--- config.mk ---
export PLATFORM = sky130hd
export DESIGN_NAME = ctrl_seq
export DESIGN_NICKNAME = d
export VERILOG_FILES = /design/src/rtl/ctrl_pkg.sv /design/src/rtl/ctrl_ucode.sv /design/src/rtl/ctrl_seq.sv
export SDC_FILE = /design/constraint.sdc
export NUM_CORES = 1
export LEC_CHECK = 0
export CAP_MARGIN = 40
export CORE_MARGIN = 8
export CORE_UTILIZATION = 38
export DETAILED_ROUTE_END_ITERATION = 8
export PLACE_DENSITY = 0.8
export SLEW_MARGIN = 20
export SYNTH_ARGS = -nofsm -noshare
export SYNTH_HDL_FRONTEND = slang
export SYNTH_SLANG_ARGS = --single-unit
export TNS_END_PERCENT = 20
--- constraint.sdc ---
create_clock -name clk -period 2.2 [get_ports clk]
set_input_delay 0.44 -clock clk [delete_from_list [all_inputs] [get_ports clk]]
set_output_delay 0.44 -clock clk [all_outputs]
set_load 0.01 [all_outputs]
--- src/rtl/ctrl_pkg.sv ---
// Shared definitions for the accumulator-CPU microsequencer.
//   - Opcode values (upper nibble of IR).
//   - Control-word bit positions and the fixed fetch / halt words.
//   - Microstep names used by the decoder.
//   - cw(): builds a one-hot control word from a bit position.
package ctrl_pkg;

  localparam logic [3:0] OP_LDA = 4'h0;
  localparam logic [3:0] OP_ADD = 4'h1;
  localparam logic [3:0] OP_SUB = 4'h2;
  localparam logic [3:0] OP_STA = 4'h3;
  localparam logic [3:0] OP_LDI = 4'h4;
  localparam logic [3:0] OP_JMP = 4'h5;
  localparam logic [3:0] OP_JC  = 4'h6;
  localparam logic [3:0] OP_JZ  = 4'h7;
  localparam logic [3:0] OP_OUT = 4'hE;
  localparam logic [3:0] OP_HLT = 4'hF;

  localparam int unsigned CW_HLT     = 15;
  localparam int unsigned CW_MI      = 14;
  localparam int unsigned CW_RI      = 13;
  localparam int unsigned CW_RO      = 12;
  localparam int unsigned CW_IO      = 11;
  localparam int unsigned CW_II      = 10;
  localparam int unsigned CW_AI      = 9;
  localparam int unsigned CW_AO      = 8;
  localparam int unsigned CW_SUMOUT  = 7;
  localparam int unsigned CW_SUB     = 6;
  localparam int unsigned CW_BI      = 5;
  localparam int unsigned CW_OI      = 4;
  localparam int unsigned CW_CE      = 3;
  localparam int unsigned CW_CO      = 2;
  localparam int unsigned CW_J       = 1;
  localparam int unsigned CW_FLAGSIN = 0;

  localparam logic [15:0] CW_T0   = 16'h4004;  // co | mi
  localparam logic [15:0] CW_T1   = 16'h1408;  // ro | ii | ce
  localparam logic [15:0] CW_HALT = 16'h8000;  // hlt

  typedef enum logic [2:0] {
    T0 = 3'd0,
    T1 = 3'd1,
    T2 = 3'd2,
    T3 = 3'd3,
    T4 = 3'd4,
    T5 = 3'd5,
    T6 = 3'd6,
    T7 = 3'd7
  } step_t;

  function automatic logic [15:0] cw(input int unsigned idx);
    return 16'h0001 << idx;
  endfunction

endpackage

--- src/rtl/ctrl_ucode.sv ---
// Combinational microcode decoder.
//   step      : current microstep (0..7)
//   instr     : opcode (OPW bits; the low 4 bits are decoded)
//   cf, zf    : latched carry / zero flags, consulted only at T2
//   ctrl_word : control strobes for this step (no halt override here)
//   last      : high on the final meaningful step of the current opcode
module ctrl_ucode
  import ctrl_pkg::*;
#(
  parameter int unsigned OPW = 4
) (
  input  logic [2:0]     step,
  input  logic [OPW-1:0] instr,
  input  logic           cf,
  input  logic           zf,
  output logic [15:0]    ctrl_word,
  output logic           last
);

  logic [3:0] op;
  step_t      last_step;

  assign op = 4'(instr);

  always_comb begin
    ctrl_word = '0;
    case (step_t'(step))
      T0: ctrl_word = CW_T0;
      T1: ctrl_word = CW_T1;
      T2: begin
        case (op)
          OP_LDA, OP_ADD, OP_SUB, OP_STA: ctrl_word = cw(CW_IO) | cw(CW_MI);
          OP_LDI: ctrl_word = cw(CW_IO) | cw(CW_AI);
          OP_JMP: ctrl_word = cw(CW_IO) | cw(CW_J);
          OP_JC:  ctrl_word = cf ? (cw(CW_IO) | cw(CW_J)) : '0;
          OP_JZ:  ctrl_word = zf ? (cw(CW_IO) | cw(CW_J)) : '0;
          OP_OUT: ctrl_word = cw(CW_AO) | cw(CW_OI);
          OP_HLT: ctrl_word = cw(CW_HLT);
          default: ctrl_word = '0;
        endcase
      end
      T3: begin
        case (op)
          OP_LDA:         ctrl_word = cw(CW_RO) | cw(CW_AI);
          OP_ADD, OP_SUB: ctrl_word = cw(CW_RO) | cw(CW_BI);
          OP_STA:         ctrl_word = cw(CW_AO) | cw(CW_RI);
          default:        ctrl_word = '0;
        endcase
      end
      T4: begin
        case (op)
          OP_ADD:  ctrl_word = cw(CW_SUMOUT) | cw(CW_AI) | cw(CW_FLAGSIN);
          OP_SUB:  ctrl_word = cw(CW_SUMOUT) | cw(CW_SUB) | cw(CW_AI) | cw(CW_FLAGSIN);
          default: ctrl_word = '0;
        endcase
      end
      default: ctrl_word = '0;
    endcase
  end

  // Last step depends only on the opcode; a not-taken JC/JZ still ends at T2.
  always_comb begin
    last_step = T1;
    case (op)
      OP_LDA, OP_STA:                         last_step = T3;
      OP_ADD, OP_SUB:                         last_step = T4;
      OP_LDI, OP_JMP, OP_JC, OP_JZ, OP_OUT,
      OP_HLT:                                 last_step = T2;
      default:                                last_step = T1;
    endcase
  end

  assign last = (step == last_step);

endmodule

--- src/rtl/ctrl_seq.sv ---
// Microsequencer for the 8-bit accumulator CPU.
//   clk, rst_n : clock, asynchronous active-low reset
//   run        : step enable (ignored once halted)
//   instr      : opcode from IR upper nibble (must be stable from end of T1)
//   cf, zf     : latched ALU flags for JC / JZ
//   ctrl_word  : 16-bit control strobes, combinational from step/instr/flags/halted
//   step       : current microstep
//   halted     : sticky halt, cleared only by rst_n
// Build option: define CTRL_SEQ_STEP_SKIP_EN to return to T0 right after the
// last meaningful step of each opcode instead of always running STEPS steps.
module ctrl_seq
  import ctrl_pkg::*;
#(
  parameter int unsigned STEPS = 5,
  parameter int unsigned OPW   = 4
) (
  input  logic           clk,
  input  logic           rst_n,
  input  logic           run,
  input  logic [OPW-1:0] instr,
  input  logic           cf,
  input  logic           zf,
  output logic [15:0]    ctrl_word,
  output logic [2:0]     step,
  output logic           halted
);

  localparam logic [2:0] STEP_LAST = 3'(STEPS - 1);

  logic [2:0]  step_q, step_d;
  logic        halted_q, halted_d;
  logic [15:0] ucode_word;
  logic        last;
  logic        wrap;

  ctrl_ucode #(
    .OPW(OPW)
  ) u_ucode (
    .step      (step_q),
    .instr     (instr),
    .cf        (cf),
    .zf        (zf),
    .ctrl_word (ucode_word),
    .last      (last)
  );

`ifdef CTRL_SEQ_STEP_SKIP_EN
  assign wrap = (step_q == STEP_LAST) || last;
`else
  logic unused_last;
  assign unused_last = last;
  assign wrap        = (step_q == STEP_LAST);
`endif

  always_ff @(posedge clk or negedge rst_n) begin
    if (!rst_n) begin
      step_q   <= '0;
      halted_q <= 1'b0;
    end else begin
      step_q   <= step_d;
      halted_q <= halted_d;
    end
  end

  // HLT freezes the counter at T2 on the edge that would end T2.
  always_comb begin
    step_d   = step_q;
    halted_d = halted_q;
    if (run && !halted_q) begin
      if (step_q == 3'd2 && instr == OPW'(OP_HLT)) begin
        halted_d = 1'b1;
      end else if (wrap) begin
        step_d = '0;
      end else begin
        step_d = step_q + 3'd1;
      end
    end
  end

  assign ctrl_word = halted_q ? CW_HALT : ucode_word;
  assign step      = step_q;
  assign halted    = halted_q;

endmodule

* After elaboration in Yosys (flattened, before gate mapping)
Index checks and enable logic that the tools add are counted.
Cells by class: add/sub/neg operators 1, equal/unequal tests 13, muxes and demuxes 8, bitwise gates (word level) 1, reductions and logical operators 9
Operator list (count):
- $pmux W16 S7 | 1
- $pmux W16 S5 | 1
- $pmux W14 S3 | 1
- $mux W12 | 2
- $pmux W10 S2 | 1
- $eq A4 B3 Y1 const B | 4
- $mux W16 | 1
- $eq A4 B2 Y1 const B | 2
- $eq A4 B4 Y1 const B | 2
- $eq A3 B2 Y1 const B | 2
- $eq A4 B1 Y1 const B | 1
- $logic_not A4 Y1 | 1
- $reduce_and A2 Y1 | 2
- $reduce_or A4 Y1 | 1
- $add A3 B1 Y3 const B | 1
- $eq A3 B1 Y1 const B | 1
- $eq A3 B3 Y1 const B | 1
- $logic_not A3 Y1 | 1
- $mux W3 | 1
- $logic_and A1 B1 Y1 | 2
- $reduce_or A2 Y1 | 1
- $logic_not A1 Y1 | 1
- $not A1 Y1 | 1
Storage, ports and cells: bits in registers 4, input bits 9, output and inout port bits 20, logic and storage cells 34

* Logic depth before layout (Yosys ltp)
Gate-level depths: netlist of run 1.
word-level depth 5, depth in mapped cells 6, gate-level depth less buffers 5

* Modules after synthesis
A second synthesis of run 1 with hierarchy kept.
Unflattened totals: cells, all modules 99, area, all modules 743.2 um^2
By module, submodules not included:
- ctrl_seq | times used 1, cells each 40, area an instance 380.4 um^2, seq. area each 100.1 um^2
- ctrl_ucode | times used 1, cells each 59, area an instance 362.8 um^2, seq. area each 0.0 um^2

* Least setup slack after synthesis of run 1
Ideal clock, no wire load.
path kind reg2out, start point register step_q[2], in the netlist step[2], end point output ctrl_word[9], data arrival time 1.656 ns, data required time 1.760 ns, setup slack 0.104 ns, cell stages (with the launch flop) 7, path buffers 1, cells stage by stage dfrtp_1 buf_4 inv_1 ha_1 or2b_1 a211o_1 a221oi_2
Between the ends: longest elaborated chain between the ends 3, elaborated cells on any way between the ends 7, classes of those cells 4 x eq/ne; 2 x mux; 1 x reduce/logical
Ends and longest elaborated chain:
- start: declaration | line ctrl_seq.sv:30 | logic [2:0] step_q, step_d;
- start signal: assignment | line ctrl_seq.sv:60 | step_q <= step_d;
- $eq A3 B3 Y1 (tied with other cells) | line ctrl_ucode.sv:27 | case (step_t'(step))
- $pmux W16 S5 (*) | line ctrl_ucode.sv:27
- $mux W16 (*) | line ctrl_seq.sv:80 | assign ctrl_word = halted_q ? CW_HALT : ucode_word;
- end: declaration | line ctrl_seq.sv:23 | output logic [15:0] ctrl_word,
Every way passes the cells marked *; elsewhere a longest branch is shown, timed or not.

* Final worst setup path of run 1
start point register step_q[0], in the netlist step[0], end point output ctrl_word[9]
The elaborated chain is that of the path after synthesis.

==> impl_metrics.env, run 1 <==
export IMPL_tns_ps=-46.70
export IMPL_seq_area_um2=100.1
export IMPL_multi_input_comb_area_um2=421.7
export IMPL_viasPerCell=5.318
export IMPL_synth_edf_count=0
export IMPL_slew_violations=0
export IMPL_clockBufferDepth=2
export IMPL_tritoncts="yes"
export IMPL_rr_startpoint="step[0]"
export IMPL_path_class="flop to output port"
export IMPL_synthFlopType="dfrtp_1"
export IMPL_clockRootBuffer="clkbuf_4"
export IMPL_place_gp_congestion=0.7949
export IMPL_grt_setup_unrepaired="true"
export IMPL_min_period_ps=2247
export IMPL_setup_ws_ps=-46.70
export IMPL_nets=133
export IMPL_crit_required_ps=1760
export IMPL_drc=0
export IMPL_clkSinkCount=4
export IMPL_max_cap_violations=0
export IMPL_power_per_cell_area_mw_per_mm2=1055
export IMPL_syn_nets=82
export IMPL_antenna_cells=0
export IMPL_fp_row_count=13
export IMPL_core_area_mm2=0.001334
export IMPL_critPathLaunch="step[0]"
export IMPL_drive_gt1_share_pct=38.46
export IMPL_fmax_mhz=445.1
export IMPL_slew_headroom_pct=80.49
export IMPL_antenna_found_initial=0
export IMPL_track_usage_pct=13.17
export IMPL_finalSetupViolCount=1
export IMPL_peakVddDrop_mv=0.9618
export IMPL_fp_dieW_um=54.02
export IMPL_clock_skew_final_ps=2.034
export IMPL_synth_area_um2=549.3
export IMPL_syn_area_per_cell_um2=8.078
export IMPL_drtAntennaViolNets=0
export IMPL_fin_cells=132
export IMPL_clk_pin_slew_ps=40
export IMPL_rrSetupSlack_ps=480
export IMPL_overflow=0
export IMPL_drtIter0Drc=16
export IMPL_synth_area_top_cells="dfrtp_1, ha_1, buf_4"
export IMPL_p_leak_uw=0.0004839
export IMPL_cts_setup_buffers=0
export IMPL_hold_viol=0
export IMPL_yosysSeqAreaShare_pct=18.22
export IMPL_post_route_period_util_pct=102.1
export IMPL_grt_max_degree=13
export IMPL_grt_pass1_wl_mm=2.918
export IMPL_yosys_area_top_type_share_pct=18.22
export IMPL_numCtsBuffers=3
export IMPL_die_area_mm2=0.002918
export IMPL_io_buffers=28
export IMPL_initial_utilization_pct=41.18
export IMPL_detailed_place_hpwl_mm=1.477
export IMPL_cp_arrival_ps=1810
export IMPL_ys_types=33
export IMPL_outcome="complete, but fails checks"
export IMPL_synth_seq_cells=4
export IMPL_cts_max_level=1
export IMPL_dp_cells=129
export IMPL_ys_warnings_count=0
export IMPL_first_pass_iters=4
export IMPL_via_count=702
export IMPL_hp_class="input port to async pin"
export IMPL_drt_total_wl_mm=1.882
export IMPL_die_h_um=54.02
export IMPL_tightest_slew_ps=290.9
export IMPL_clk_latency_ps=230
export IMPL_grt_pass1_vias=665
export IMPL_top_level_ports=29
export IMPL_fillerInstances=100
export IMPL_cp_end_kind="output port"
export IMPL_synthArstFlopShare_pct=100.0
export IMPL_pre_cts_ws_ps=-538.7
export IMPL_wl_per_cell_um=14.26
export IMPL_path_max_fanout=4
export IMPL_startpoint_type="flop"
export IMPL_violations="negative setup slack"
export IMPL_area_growth_pct=86.33
export IMPL_syn_inst=68
export IMPL_yosysTopAreaCell="dfrtp_1"
routing by layer:
metal / routed length [um] / global-route usage [%]
met1: 662 / 13.66
met2: 991 / 24.13
met3: 184 / 2.204
met4: 43 / 7.787
met5: 0 / 0
final timing paths:
check,to,depth (start not counted)
hold / removal,halted,1
setup / recovery,ctrl_word[9],6
hold reg to reg,step[1],2
max in group asynchronous,step[1],1
setup reg to reg,step[1],6
min in group clk,step[1],2
power by group:
group / internal (uW) / leakage [uW] / switching (uW)
Combinational: 463 / 0.000421 / 384
Clock: 60.8 / 0.0000138 / 27.0
Sequential: 110 / 0.0000491 / 36.0
kinds of logic after synthesis:
| group | Yosys count | share of synthesized area [%] |
|---|---|---|
| mux | 2 | 4.100 |
| simple gates | 29 | 30.07 |
| buf+inv | 11 | 11.62 |
| compound gates | 16 | 23.00 |
| xor+xnor | 1 | 1.595 |
| fa+ha+maj | 5 | 11.39 |
| flops | 4 | 18.22 |
cells in the mapped netlist (2+ instances only):
library cell	number
ha_1	5
mux2_1	2
nor3_1	5
nor2b_1	2
nand3b_1	2
nand3_1	2
inv_1	5
a21oi_1	3
a211oi_1	2
a21o_1	2
dfrtp_1	4
buf_4	6
nor2_1	5
nand2_1	4
flip-flops by register name, indices dropped and copies added, names as in the netlist:
| register | count |
|---|---|
| step | 3 |
| halted | 1 |
final cells by class:
class	count	share of cell area [%]
clock buffer	3	2.200
inverter	5	1.834
multi-input combinational	53	41.20
sequential	4	9.780
tap	15	1.834
timing repair buffer	52	43.15
per-stage QoR:
| step | power (uW) | area (um2) | utilization (%) | hold slack, ps |
|---|---|---|---|---|
| after detailed placement | 977.8 | 983.4 | 73.73 | 645.0 |
| final | 1080 | 1023 | 76.74 | 405.5 |
| after CTS | 1064 | 1002 | 75.14 | 399.7 |
| after global placement | 960.1 | 983.4 | 73.73 | 640.8 |
| after global routing | 1168 | 1023 | 76.74 | 420.2 |
| after floorplan | 541.5 | 549.3 | - | 144.4 |
worst max-delay path, stage by stage (launching register included):
cell,delay [ps]
dfrtp_1,390
ha_2,220
ha_4,120
or2b_1,220
a211o_1,260
a221oi_2,200
buf_2,160
cells in the final DEF (no fill, tap or decap), types with 2 or more instances in the layout:
master	instances
nand2_1	4
buf_4	23
dlygate4sd2_1	12
inv_2	2
inv_1	3
clkdlybuf4s50_1	11
nor2b_1	2
nand3_1	2
dfrtp_1	4
clkdlybuf4s15_2	2
clkbuf_4	3
buf_2	2
nand3b_1	2
ha_1	2
nor2_1	4
a21o_1	2
nor3_1	4
a21oi_1	3
ha_2	2
mux2_1	2
timing repair:
action | in CTS | in global routing
pin swaps | 1 | 1
endpoints found under the setup margin | 16 | 9
gates cloned | 0 | 0
resized for setup | 37 | 4
endpoints found under the hold margin | 0 | 0
hold buffers | 0 | 0
Power figures use the tool's default switching activity.
==> inputs of run 2 (changes only) <==
- CORE_UTILIZATION: 38 -> 25
- PLACE_DENSITY: 0.8 -> unset
==> run 2 against run 1 <==
- the flow still finishes with violations (negative setup slack)
- sequential share of layout area shrank 0.76 points
- core utilization fell by 25 points
- critical path depth unchanged
- design area grew 8.4%
- worst hold slack got worse by 2.8 ps
- clock power is essentially flat
- total power rose by 8.5%
- via count decreased by 0.14%
- register-to-register slack about the same
- count of clock-buffer cells in the layout is the same
- first-iteration DRC count shrank 19%
- final cell count increased by 14%
- largest power group unchanged
==> impl_metrics.env, run 2 (synthesis gave the netlist of run 1 again) <==
export IMPL_dp_cells=144
export IMPL_fmax_mhz=434.4
export IMPL_wl_per_cell_um=13.09
export IMPL_cts_max_level=1
export IMPL_crit_required_ps=1760
export IMPL_tns_ps=-102.1
export IMPL_fin_cells=151
export IMPL_fillerInstances=219
export IMPL_viasPerCell=4.642
export IMPL_numCtsBuffers=3
export IMPL_clockRootBuffer="clkbuf_4"
export IMPL_p_leak_uw=0.0005756
export IMPL_hp_class="input port to async pin"
export IMPL_io_buffers=28
export IMPL_clk_latency_ps=230
export IMPL_peakVddDrop_mv=0.6163
export IMPL_antenna_cells=0
export IMPL_slew_violations=0
export IMPL_max_cap_violations=0
export IMPL_grt_setup_unrepaired="true"
export IMPL_track_usage_pct=9.260
export IMPL_path_max_fanout=4
export IMPL_top_level_ports=29
export IMPL_clockBufferDepth=2
export IMPL_layout_commonest_cell="buf_4"
export IMPL_drtIter0Drc=13
export IMPL_post_route_period_util_pct=104.6
export IMPL_die_h_um=62.88
export IMPL_drtAntennaViolNets=0
export IMPL_overflow=0
export IMPL_violations="negative setup slack"
export IMPL_slew_headroom_pct=76.68
export IMPL_drc=0
export IMPL_min_period_ps=2302
export IMPL_largest_register_ffs=3
export IMPL_startpoint_type="flop"
export IMPL_tritoncts="yes"
export IMPL_die_area_mm2=0.003953
export IMPL_clkSinkCount=4
export IMPL_tightest_slew_ps=347.6
export IMPL_grt_max_degree=13
export IMPL_antenna_found_initial=0
export IMPL_grt_pass1_wl_mm=3.125
export IMPL_area_growth_pct=102.0
export IMPL_hold_viol=0
export IMPL_detailed_place_hpwl_mm=1.512
export IMPL_first_pass_iters=4
export IMPL_initial_utilization_pct=25.57
export IMPL_drt_total_wl_mm=1.977
export IMPL_drive_gt1_share_pct=45.53
export IMPL_grt_pass1_vias=713
export IMPL_via_count=701
export IMPL_finalSetupViolCount=1
export IMPL_nets=139
export IMPL_clock_skew_final_ps=1.150
export IMPL_core_area_mm2=0.002148
export IMPL_outcome="complete, but fails checks"
export IMPL_fp_dieW_um=62.88
export IMPL_place_gp_congestion=0.7925
export IMPL_power_per_cell_area_mw_per_mm2=1056
export IMPL_path_class="flop to output port"
export IMPL_setup_ws_ps=-102.1
export IMPL_final_cell_mix="buf_4, clkdlybuf4s50_1, dlygate4sd2_1, dlymetal6s2s_1"
export IMPL_cp_arrival_ps=1860
export IMPL_fp_row_count=17
export IMPL_clk_pin_slew_ps=40
export IMPL_cp_end_kind="output port"
run 2: cell count changes in the layout (fill, tap and decap cells not counted), moves of 2 or more:
cell	delta
clkbuf_2	+2
dlygate4sd2_1	-5
dlymetal6s2s_1	+5
buf_2	+2
buf_4	+6
clkdlybuf4s50_1	-3
run 2: layer usage:
layer  routed length (um)  track usage (%)
met5                    0                0
met3                  123            2.688
met2                  935            14.98
met1                  899            10.91
met4                   19            4.274
run 2: final cells by class:
type	count	area (um2)	share of cell area [%]
flip-flops and latches	4	100.1	9.019
multi-input cells	53	449.2	40.47
repair buffers	58	484.2	43.63
well taps	28	35.03	3.157
inverters	5	18.77	1.691
clock buffers	3	22.52	2.029
run 2: worst paths after layout:
check	slack, ps	endpoint	startpoint	depth (start not counted)
min in group clk	660	step[1]	step[1]	2
hold / removal	400	step[2]	rst_n	1
setup / recovery	-100	ctrl_word[9]	step[0]	6
max in group asynchronous	1640	step[1]	rst_n	1
hold reg to reg	660	step[1]	step[1]	2
setup reg to reg	470	step[1]	step[0]	6
run 2: timing repair:
item	CTS	global route
endpoints found under the setup margin	16	16
hold buffers	0	0
gates resized for setup	38	19
setup buffers	0	4
gates cloned	0	0
pin swaps	0	2
run 2: power by group:
part | switching, uW | internal (uW)
logic | 409 | 521
registers | 44.3 | 110
clock network | 26.9 | 60.8
total | 480 | 692
run 2: critical path, stage by stage (launching register included):
cell and delay (ps):
dfrtp_1 400, ha_2 220, ha_4 130, or2b_1 220, a211o_1 270, a221oi_2 230
buf_2 170
run 2: stage by stage:
step                instance area (um2)  power [uW]  utilization (%)  hold slack [ps]  setup WS [ps]
floorplan                         549.3       541.5                -            144.4          103.6
global placement                   1015       976.3            47.23            645.9         -509.5
detailed placement                 1015       991.9            47.23            647.3         -540.3
CTS                                1052        1067            48.98            399.3         -196.6
global route                       1110        1278            51.66            423.5         -183.5
finish                             1110        1172            51.66            402.7         -102.1
